==> config.mk <==
export PLATFORM = sky130hd
export DESIGN_NAME = stage_sequencer_flat
export DESIGN_NICKNAME = d
export VERILOG_FILES = /design/src/rtl/stage_sequencer_if.sv /design/src/rtl/stage_sequencer.sv /design/src/flat_wrapper.sv
export SDC_FILE = /design/constraint.sdc
export NUM_CORES = 1
export LEC_CHECK = 0
export CORE_UTILIZATION = 45
export CTS_BUF_LIST = sky130_fd_sc_hd__clkbuf_8
export CTS_CLUSTER_DIAMETER = 30
export DETAILED_ROUTE_END_ITERATION = 16
export GPL_TIMING_DRIVEN = 0
export PLACE_DENSITY = 0.78
export SETUP_SLACK_MARGIN = 0.05
export SLEW_MARGIN = 0
export SYNTH_ARGS = -nofsm -noshare
export SYNTH_HDL_FRONTEND = slang
export SYNTH_SLANG_ARGS = --single-unit
==> constraint.sdc <==
create_clock -name clk -period 1.5 [get_ports clk]
set_input_delay 0.225 -clock clk [delete_from_list [all_inputs] [get_ports clk]]
set_output_delay 0.225 -clock clk [all_outputs]
set_load 0.03 [all_outputs]
==> src/rtl/stage_sequencer_if.sv <==
`default_nettype none
// ============================================================================
//  Module   : stage_sequencer_if
//  Purpose  : Control/handshake bundle between the stage sequencer and its core
//  Revision : 1.0  initial release
// ============================================================================
interface stage_sequencer_if #(
  parameter int CNT_W = 16
);
  logic             run;
  logic             cond_pass;
  logic             is_branch;
  logic             is_mem;
  logic             writes_reg;
  logic             set_flags;
  logic             mem_ready;

  logic             if_en;
  logic             rf_en;
  logic             ex_en;
  logic             dm_en;
  logic             wb_en;
  logic             mem_req;
  logic             cpsr_we;
  logic             rf_write;
  logic             pc_incr;
  logic             pc_branch;
  logic             busy;
  logic             fault;
  logic [2:0]       state;
  logic [CNT_W-1:0] instr_count;

  // Core side: drives instruction attributes, consumes stage controls
  modport master (
    output run, cond_pass, is_branch, is_mem, writes_reg, set_flags, mem_ready,
    input  if_en, rf_en, ex_en, dm_en, wb_en, mem_req, cpsr_we, rf_write,
           pc_incr, pc_branch, busy, fault, state, instr_count
  );

  // Sequencer side
  modport slave (
    input  run, cond_pass, is_branch, is_mem, writes_reg, set_flags, mem_ready,
    output if_en, rf_en, ex_en, dm_en, wb_en, mem_req, cpsr_we, rf_write,
           pc_incr, pc_branch, busy, fault, state, instr_count
  );
endinterface
`default_nettype wire

==> src/rtl/stage_sequencer.sv <==
`default_nettype none
// ============================================================================
//  Module   : stage_sequencer
//  Purpose  : Multi-cycle IF/RF/EX/DM/WB sequencer with memory timeout fault
//  Revision : 1.0  initial release
// ============================================================================
module stage_sequencer #(
  parameter int CNT_W       = 16,
  parameter int MEM_TIMEOUT = 8
) (
  input  logic                clk,
  input  logic                nreset,
  stage_sequencer_if.slave    bus
);

  typedef enum logic [2:0] {
    c_IF    = 3'b000,
    c_RF    = 3'b001,
    c_EX    = 3'b010,
    c_DM    = 3'b011,
    c_WB    = 3'b100,
    c_IDLE  = 3'b101,
    c_FAULT = 3'b110
  } stateT;

  localparam logic [7:0] c_WAIT_LAST = 8'(MEM_TIMEOUT - 1);

  stateT            r_state;
  stateT            w_stateNext;
  logic [7:0]       r_waitCnt;
  logic [CNT_W-1:0] r_instrCount;
  logic             r_ok;
  logic             r_br;
  logic             r_mm;
  logic             r_wr;
  logic             w_inDm;
  logic             w_inWb;
  logic             w_inEx;

  always_ff @(posedge clk or posedge nreset) begin
    if (nreset) begin
      r_state <= c_IDLE;
    end else begin
      r_state <= w_stateNext;
    end
  end

  always_comb begin
    w_stateNext = c_IDLE;
    case (r_state)
      c_IDLE:  w_stateNext = bus.run ? c_IF : c_IDLE;
      c_IF:    w_stateNext = c_RF;
      c_RF:    w_stateNext = c_EX;
      c_EX:    w_stateNext = (bus.cond_pass && bus.is_mem) ? c_DM : c_WB;
      // A completing handshake beats the timeout on the final allowed cycle
      c_DM: begin
        if (bus.mem_ready) begin
          w_stateNext = c_WB;
        end else if (r_waitCnt == c_WAIT_LAST) begin
          w_stateNext = c_FAULT;
        end else begin
          w_stateNext = c_DM;
        end
      end
      c_WB:    w_stateNext = bus.run ? c_IF : c_IDLE;
      c_FAULT: w_stateNext = c_FAULT;
      default: w_stateNext = c_IDLE;
    endcase
  end

  assign w_inEx = (r_state == c_EX);
  assign w_inDm = (r_state == c_DM);
  assign w_inWb = (r_state == c_WB);

  // EX is the only predecessor of DM, so clearing there is clearing on entry
  always_ff @(posedge clk or posedge nreset) begin
    if (nreset) begin
      r_waitCnt <= 8'd0;
    end else if (w_inEx) begin
      r_waitCnt <= 8'd0;
    end else if (w_inDm && !bus.mem_ready) begin
      r_waitCnt <= r_waitCnt + 8'd1;
    end
  end

  always_ff @(posedge clk or posedge nreset) begin
    if (nreset) begin
      r_ok <= 1'b0;
      r_br <= 1'b0;
      r_mm <= 1'b0;
      r_wr <= 1'b0;
    end else if (w_inEx) begin
      r_ok <= bus.cond_pass;
      r_br <= bus.is_branch;
      r_mm <= bus.is_mem;
      r_wr <= bus.writes_reg;
    end
  end

  always_ff @(posedge clk or posedge nreset) begin
    if (nreset) begin
      r_instrCount <= '0;
    end else if (w_inWb) begin
      r_instrCount <= r_instrCount + 1'b1;
    end
  end

  assign bus.if_en       = (r_state == c_IF);
  assign bus.rf_en       = (r_state == c_RF);
  assign bus.ex_en       = w_inEx;
  assign bus.dm_en       = w_inDm;
  assign bus.wb_en       = w_inWb;
  assign bus.mem_req     = w_inDm && r_ok && r_mm;
  // Flag write must land in EX itself, so it is gated by the live condition result
  assign bus.cpsr_we     = w_inEx && bus.cond_pass && bus.set_flags;
  assign bus.rf_write    = w_inWb && r_ok && r_wr;
  assign bus.pc_branch   = w_inWb && r_ok && r_br;
  assign bus.pc_incr     = w_inWb && !(r_ok && r_br);
  assign bus.busy        = (r_state != c_IDLE) && (r_state != c_FAULT);
  assign bus.fault       = (r_state == c_FAULT);
  assign bus.state       = r_state;
  assign bus.instr_count = r_instrCount;

endmodule
`default_nettype wire

==> src/flat_wrapper.sv <==
// flat-port wrapper written by rule: the top's interface ports become plain ports
module stage_sequencer_flat 
#(
  parameter int CNT_W       = 16,
  parameter int MEM_TIMEOUT = 8
)
  (clk, nreset, bus_run, bus_cond_pass, bus_is_branch, bus_is_mem, bus_writes_reg, bus_set_flags, bus_mem_ready, bus_if_en, bus_rf_en, bus_ex_en, bus_dm_en, bus_wb_en, bus_mem_req, bus_cpsr_we, bus_rf_write, bus_pc_incr, bus_pc_branch, bus_busy, bus_fault, bus_state, bus_instr_count);
  stage_sequencer_if #(.CNT_W(CNT_W)) bus_i ();
  input  logic clk;
  input  logic nreset;
  input wire logic [$bits(bus_i.run)-1:0] bus_run;
  input wire logic [$bits(bus_i.cond_pass)-1:0] bus_cond_pass;
  input wire logic [$bits(bus_i.is_branch)-1:0] bus_is_branch;
  input wire logic [$bits(bus_i.is_mem)-1:0] bus_is_mem;
  input wire logic [$bits(bus_i.writes_reg)-1:0] bus_writes_reg;
  input wire logic [$bits(bus_i.set_flags)-1:0] bus_set_flags;
  input wire logic [$bits(bus_i.mem_ready)-1:0] bus_mem_ready;
  output wire logic [$bits(bus_i.if_en)-1:0] bus_if_en;
  output wire logic [$bits(bus_i.rf_en)-1:0] bus_rf_en;
  output wire logic [$bits(bus_i.ex_en)-1:0] bus_ex_en;
  output wire logic [$bits(bus_i.dm_en)-1:0] bus_dm_en;
  output wire logic [$bits(bus_i.wb_en)-1:0] bus_wb_en;
  output wire logic [$bits(bus_i.mem_req)-1:0] bus_mem_req;
  output wire logic [$bits(bus_i.cpsr_we)-1:0] bus_cpsr_we;
  output wire logic [$bits(bus_i.rf_write)-1:0] bus_rf_write;
  output wire logic [$bits(bus_i.pc_incr)-1:0] bus_pc_incr;
  output wire logic [$bits(bus_i.pc_branch)-1:0] bus_pc_branch;
  output wire logic [$bits(bus_i.busy)-1:0] bus_busy;
  output wire logic [$bits(bus_i.fault)-1:0] bus_fault;
  output wire logic [$bits(bus_i.state)-1:0] bus_state;
  output wire logic [$bits(bus_i.instr_count)-1:0] bus_instr_count;
  assign bus_i.run = bus_run;
  assign bus_i.cond_pass = bus_cond_pass;
  assign bus_i.is_branch = bus_is_branch;
  assign bus_i.is_mem = bus_is_mem;
  assign bus_i.writes_reg = bus_writes_reg;
  assign bus_i.set_flags = bus_set_flags;
  assign bus_i.mem_ready = bus_mem_ready;
  assign bus_if_en = bus_i.if_en;
  assign bus_rf_en = bus_i.rf_en;
  assign bus_ex_en = bus_i.ex_en;
  assign bus_dm_en = bus_i.dm_en;
  assign bus_wb_en = bus_i.wb_en;
  assign bus_mem_req = bus_i.mem_req;
  assign bus_cpsr_we = bus_i.cpsr_we;
  assign bus_rf_write = bus_i.rf_write;
  assign bus_pc_incr = bus_i.pc_incr;
  assign bus_pc_branch = bus_i.pc_branch;
  assign bus_busy = bus_i.busy;
  assign bus_fault = bus_i.fault;
  assign bus_state = bus_i.state;
  assign bus_instr_count = bus_i.instr_count;
  stage_sequencer #(.CNT_W(CNT_W), .MEM_TIMEOUT(MEM_TIMEOUT)) u_core (.clk(clk), .nreset(nreset), .bus(bus_i));
endmodule
### Word level (Yosys, flattened, before mapping)

Cells that the tools add are included.

* equality and inequality tests: 9
* add/sub/neg operators: 2
* multiplexer cells: 7
* reductions and logical operators: 17

Operators by type and width (number)
* case mux 3 bit (6 select lines): 1
* adder 16 x 1 -> 16 bit (second input constant): 1
* two-way mux 8 bit: 2
* logical AND 1 bit: 12
* two-way mux 3 bit: 4
* equality test 3 bit (second input constant): 3
* adder 8 x 1 -> 8 bit (second input constant): 1
* equality test 8 x 3 -> 1 bit (second input constant): 1
* equality test 3 x 2 -> 1 bit (second input constant): 2
* inequality test 3 bit (second input constant): 2
* equality test 3 x 1 -> 1 bit (second input constant): 1
* logical NOT 3 bit: 1
* logical NOT 1 bit: 2
* nonzero test 2 bit: 1
* OR reduction 2 bit: 1

* bits of input ports: 9
* register bits after elaboration: 31
* output and inout bits: 31
* logic and storage cells: 42

### Logic depth before layout (Yosys ltp)

* depth in word-level cells: 4
* mapped depth: 5
* gate-level depth less buffers: 5

### Worst setup path after synthesis

Ideal clock, no wire load.

* path kind: reg2out
* from: register u_core.r_state[2] (netlist: u_core.bus.state[2])
* to: output port bus_pc_incr
* setup slack: -0.688 ns
* arrival time: 1.963 ns
* path buffers: 0
* data required time: 1.275 ns
* cell stages (with the launch flop): 3
* cell sequence: dfstp_2 > nor3b_4 > a21boi_0

* word-level cells in the longest chain between the ends: 2

RTL lines
* start, declared: line stage_sequencer.sv:28 `stateT r_state;`
* start signal, assigned: line stage_sequencer.sv:42 `r_state <= c_IDLE;`
* start signal, assigned: line stage_sequencer.sv:44 `r_state <= w_stateNext;`
* equality test 3 bit: line stage_sequencer.sv:73 `assign w_inWb = (r_state == c_WB);`
* via bus_wb_en: line flat_wrapper.sv:22 `output wire logic [$bits(bus_i.wb_en)-1:0] bus_wb_en;`
* logical AND 1 bit: line stage_sequencer.sv:118 `assign bus.pc_incr = w_inWb && !(r_ok && r_br);`
* end, declared: line flat_wrapper.sv:26 `output wire logic [$bits(bus_i.pc_incr)-1:0] bus_pc_incr;`

The timed path passes the listed nets, and every way through them passes these cells.

### Worst setup path after layout

* from: register u_core.r_state[2] (netlist: u_core.bus.state[2])
* to: output port bus_pc_incr

* word-level cells in the longest chain between the ends: 2

RTL lines (line)
* equality test 3 bit: stage_sequencer.sv:73
* logical AND 1 bit: stage_sequencer.sv:118

No other way between the ends.

==> out/metrics.yaml <==
status: "complete, but fails checks"
violations: "setup timing"
ys_seq_area_share_pct: 51.7
numCtsBuffers: 5
drv_slew: 0
p_leak_uw: 0.00115
yosysTopAreaCell: "dfrtp_1"
cp-start-kind: "flip-flop"
grt_antenna_before_repair: 0
drc: 0
die_h_um: 59.9
clockBufferDepth: 2
dr.pass1.iters: 4
grt_overflow_total: 0
synth_area_per_cell_um2: 10.8
port_buffers: 39
slew_headroom_pct: 56.2
dieWidth_um: 59.9
critical_path.max_fanout: 5
final_cells: 250
rsz0062_at_grt: "true"
nets: 217
coreArea_mm2: 0.00310
setup_viol: 34
initialDrtViolationCount: 52
syn_inst: 139
hpwl_mm: 2.23
ys_warn_count: 0
post-route-min-period_ns: 1.77
netlist-cell-type-count: 30
cts_tree: "done"
fin_util_pct: 76.6
fin_crit_sh_pct: 118
synth_common_cells: "29 x dfrtp_1, 14 x xnor2_1, 12 x nand2_1"
drt-wirelength-per-cell_um: 15.0
synth-edff-count: 0
critPathArrivalTime_ns: 1.54
min_path_type: "primary input to asynchronous set/reset pin"
antenna_cells: 0
grt_pass1_wl_mm: 5.93
clk_latency_ns: 0.28
skew_ns: 0.00325
synth.most_common_cell: "dfrtp_1"
required_ns: 1.27
tightest_slew_ns: 0.655
final-hold-violation-count: 0
cap_violations: 0
ir_worst_vdd_v: 0.00157
holdBufCountCts: 0
start_util_pct: 48.5
n_fill_cell: 232
powerDensity_mw_per_mm2: 1750
ys_seq_elements: 31
die_area_mm2: 0.00358
ant_nets: 0
synth_area_leaders: "dfrtp_1 48%, xnor2_1 8.1%, xor2_1 5.2%"
yosys.area.top_type_share_pct: 48.2
num_rows: 20
grt_pass1_vias: 1209
grt_max_degree: 32
drive_gt1_share_pct: 38.8
num_vias: 1275
worst-setup-path-type: "flip-flop to output port"
routed_wl_mm: 3.76
synth_fp_nets: 150
design_power_total_uw: 4150
syn_area_mm2: 0.00151
gp_congestion: 0.805
cts.sinks: 31
top_level_ports: 40
cts.htree.levels: 2
setup_slack_ns: -0.267
fmax_ghz: 0.566
cts_root_buf: "clkbuf_8"
track_usage_pct: 23.2
viasPerCell: 5.10
placed_cells: 222
async_reset_ff_share_pct: 100
synth_flop_cell: "dfrtp_1"
clk_transition_reported_paths_ns: 0.06
syn_to_final_growth_pct: 57.7
cp-end-kind: "output port"
-- metrics by stage --
stage	worst slack [ns]	setup TNS [ns]	cell area (µm²)	hold slack, ns
after floorplan	-0.448	-6.32	1600	0.327
after global placement	-0.578	-10.13	2040	0.463
after detailed placement	-0.604	-12.25	2040	0.461
after CTS	-0.258	-4.39	2260	0.470
after global routing	-0.349	-7.87	2380	0.446
final	-0.267	-5.30	2380	0.390
-- cells in the final DEF (no fill, tap or decap), drive strengths merged --
cell / netlist / layout
a22o: 1 / 1
mux2: 5 / 5
clkdlybuf4s15: 0 / 1
and3b: 2 / 2
nor4bb: 1 / 1
nand3: 8 / 8
nand2: 12 / 12
inv: 2 / 1
nor3: 1 / 1
xnor2: 14 / 14
a21boi: 1 / 1
a31oi: 1 / 1
clkdlybuf4s50: 0 / 8
and3: 8 / 8
clkinvlp: 0 / 1
dlygate4sd2: 0 / 17
and4: 4 / 4
dfrtp: 29 / 29
buf: 4 / 39
dfstp: 2 / 2
clkinv: 0 / 1
a21oi: 1 / 1
xor2: 9 / 9
a32oi: 1 / 1
ha: 2 / 2
and2: 2 / 2
nand2b: 2 / 2
nor4b: 1 / 1
mux2i: 1 / 1
clkbuf: 3 / 8
nor2: 10 / 10
nand4: 6 / 6
o21ai: 3 / 3
nor3b: 3 / 3
-- cells by family after synthesis --
| logic type | Yosys count | synth area share [%] |
|---|---|---|
| simple gates | 60 | 22.9 |
| flops | 31 | 51.7 |
| xor+xnor | 23 | 13.4 |
| buf+inv | 9 | 2.57 |
| compound gates | 8 | 3.41 |
| mux | 6 | 4.40 |
| fa+ha+maj | 2 | 1.66 |
-- cell type report --
type                    instances  area (µm²)  share of cell area [%]
plain buffers                   7        83.8                    3.53
clock buffers                   6        82.6                    3.48
clock inverters                 1        5.00                   0.211
inverters                       2        11.3                   0.474
multi-input cells              99         811                    34.1
flip-flops and latches         31         782                    32.9
well taps                      44        55.1                    2.32
repair buffers                 60         546                    23.0
-- flip-flops by register name, indices dropped and copies added, names as in the netlist --
register                cells
u_core.bus.instr_count     16
u_core.r_waitCnt            8
u_core.bus.state            3
u_core.r_br                 1
u_core.r_mm                 1
u_core.r_ok                 1
u_core.r_wr                 1
-- per-layer routing --
| layer | track usage (%) | share of wire (%) |
|---|---|---|
| met1 | 29.0 | 45 |
| met3 | 6.71 | 3.8 |
| met2 | 37.8 | 49 |
| met5 | 0 | 0 |
| met4 | 9.30 | 2.1 |
-- worst max-delay path, cell delays in order (launching register included) --
cell,delay (ns)
dfstp_2,0.60
nor3b_4,0.27
a21boi_2,0.24
buf_6,0.15
-- timing repair --
action | 4_1_cts | 5_1_grt
pin swaps | 4 | 6
resized for setup | 111 | 21
setup buffers | 14 | 7
setup endpoints to repair | 49 | 68
-- path summary, 6_finish.rpt --
path                            cells past startpoint  slack [ns]                                      to                                    from
worst max-delay path                                3       -0.27                             bus_pc_incr           u_core.bus.state[2]$_DFF_PP1_
worst min-delay path                                2        0.39   u_core.bus.instr_count[4]$_DFFE_PP0P_                                  nreset
worst max register to register                      7       -0.25   u_core.bus.instr_count[9]$_DFFE_PP0P_           u_core.bus.state[2]$_DFF_PP1_
worst min register to register                      1        0.46  u_core.bus.instr_count[15]$_DFFE_PP0P_  u_core.bus.instr_count[15]$_DFFE_PP0P_
max in group asynchronous                           2        0.71           u_core.bus.state[1]$_DFF_PP0_                                  nreset
min in group clk                                    1        0.46  u_core.bus.instr_count[15]$_DFFE_PP0P_  u_core.bus.instr_count[15]$_DFFE_PP0P_
-- power breakdown --
part,internal (µW),leakage [µW],switching (µW)
combinational,1070,0.000699,1110
clock,359,0.0000470,308
sequential,1060,0.000402,243
total,2490,0.00115,1660
No activity file was read; power rests on OpenSTA's default activity.
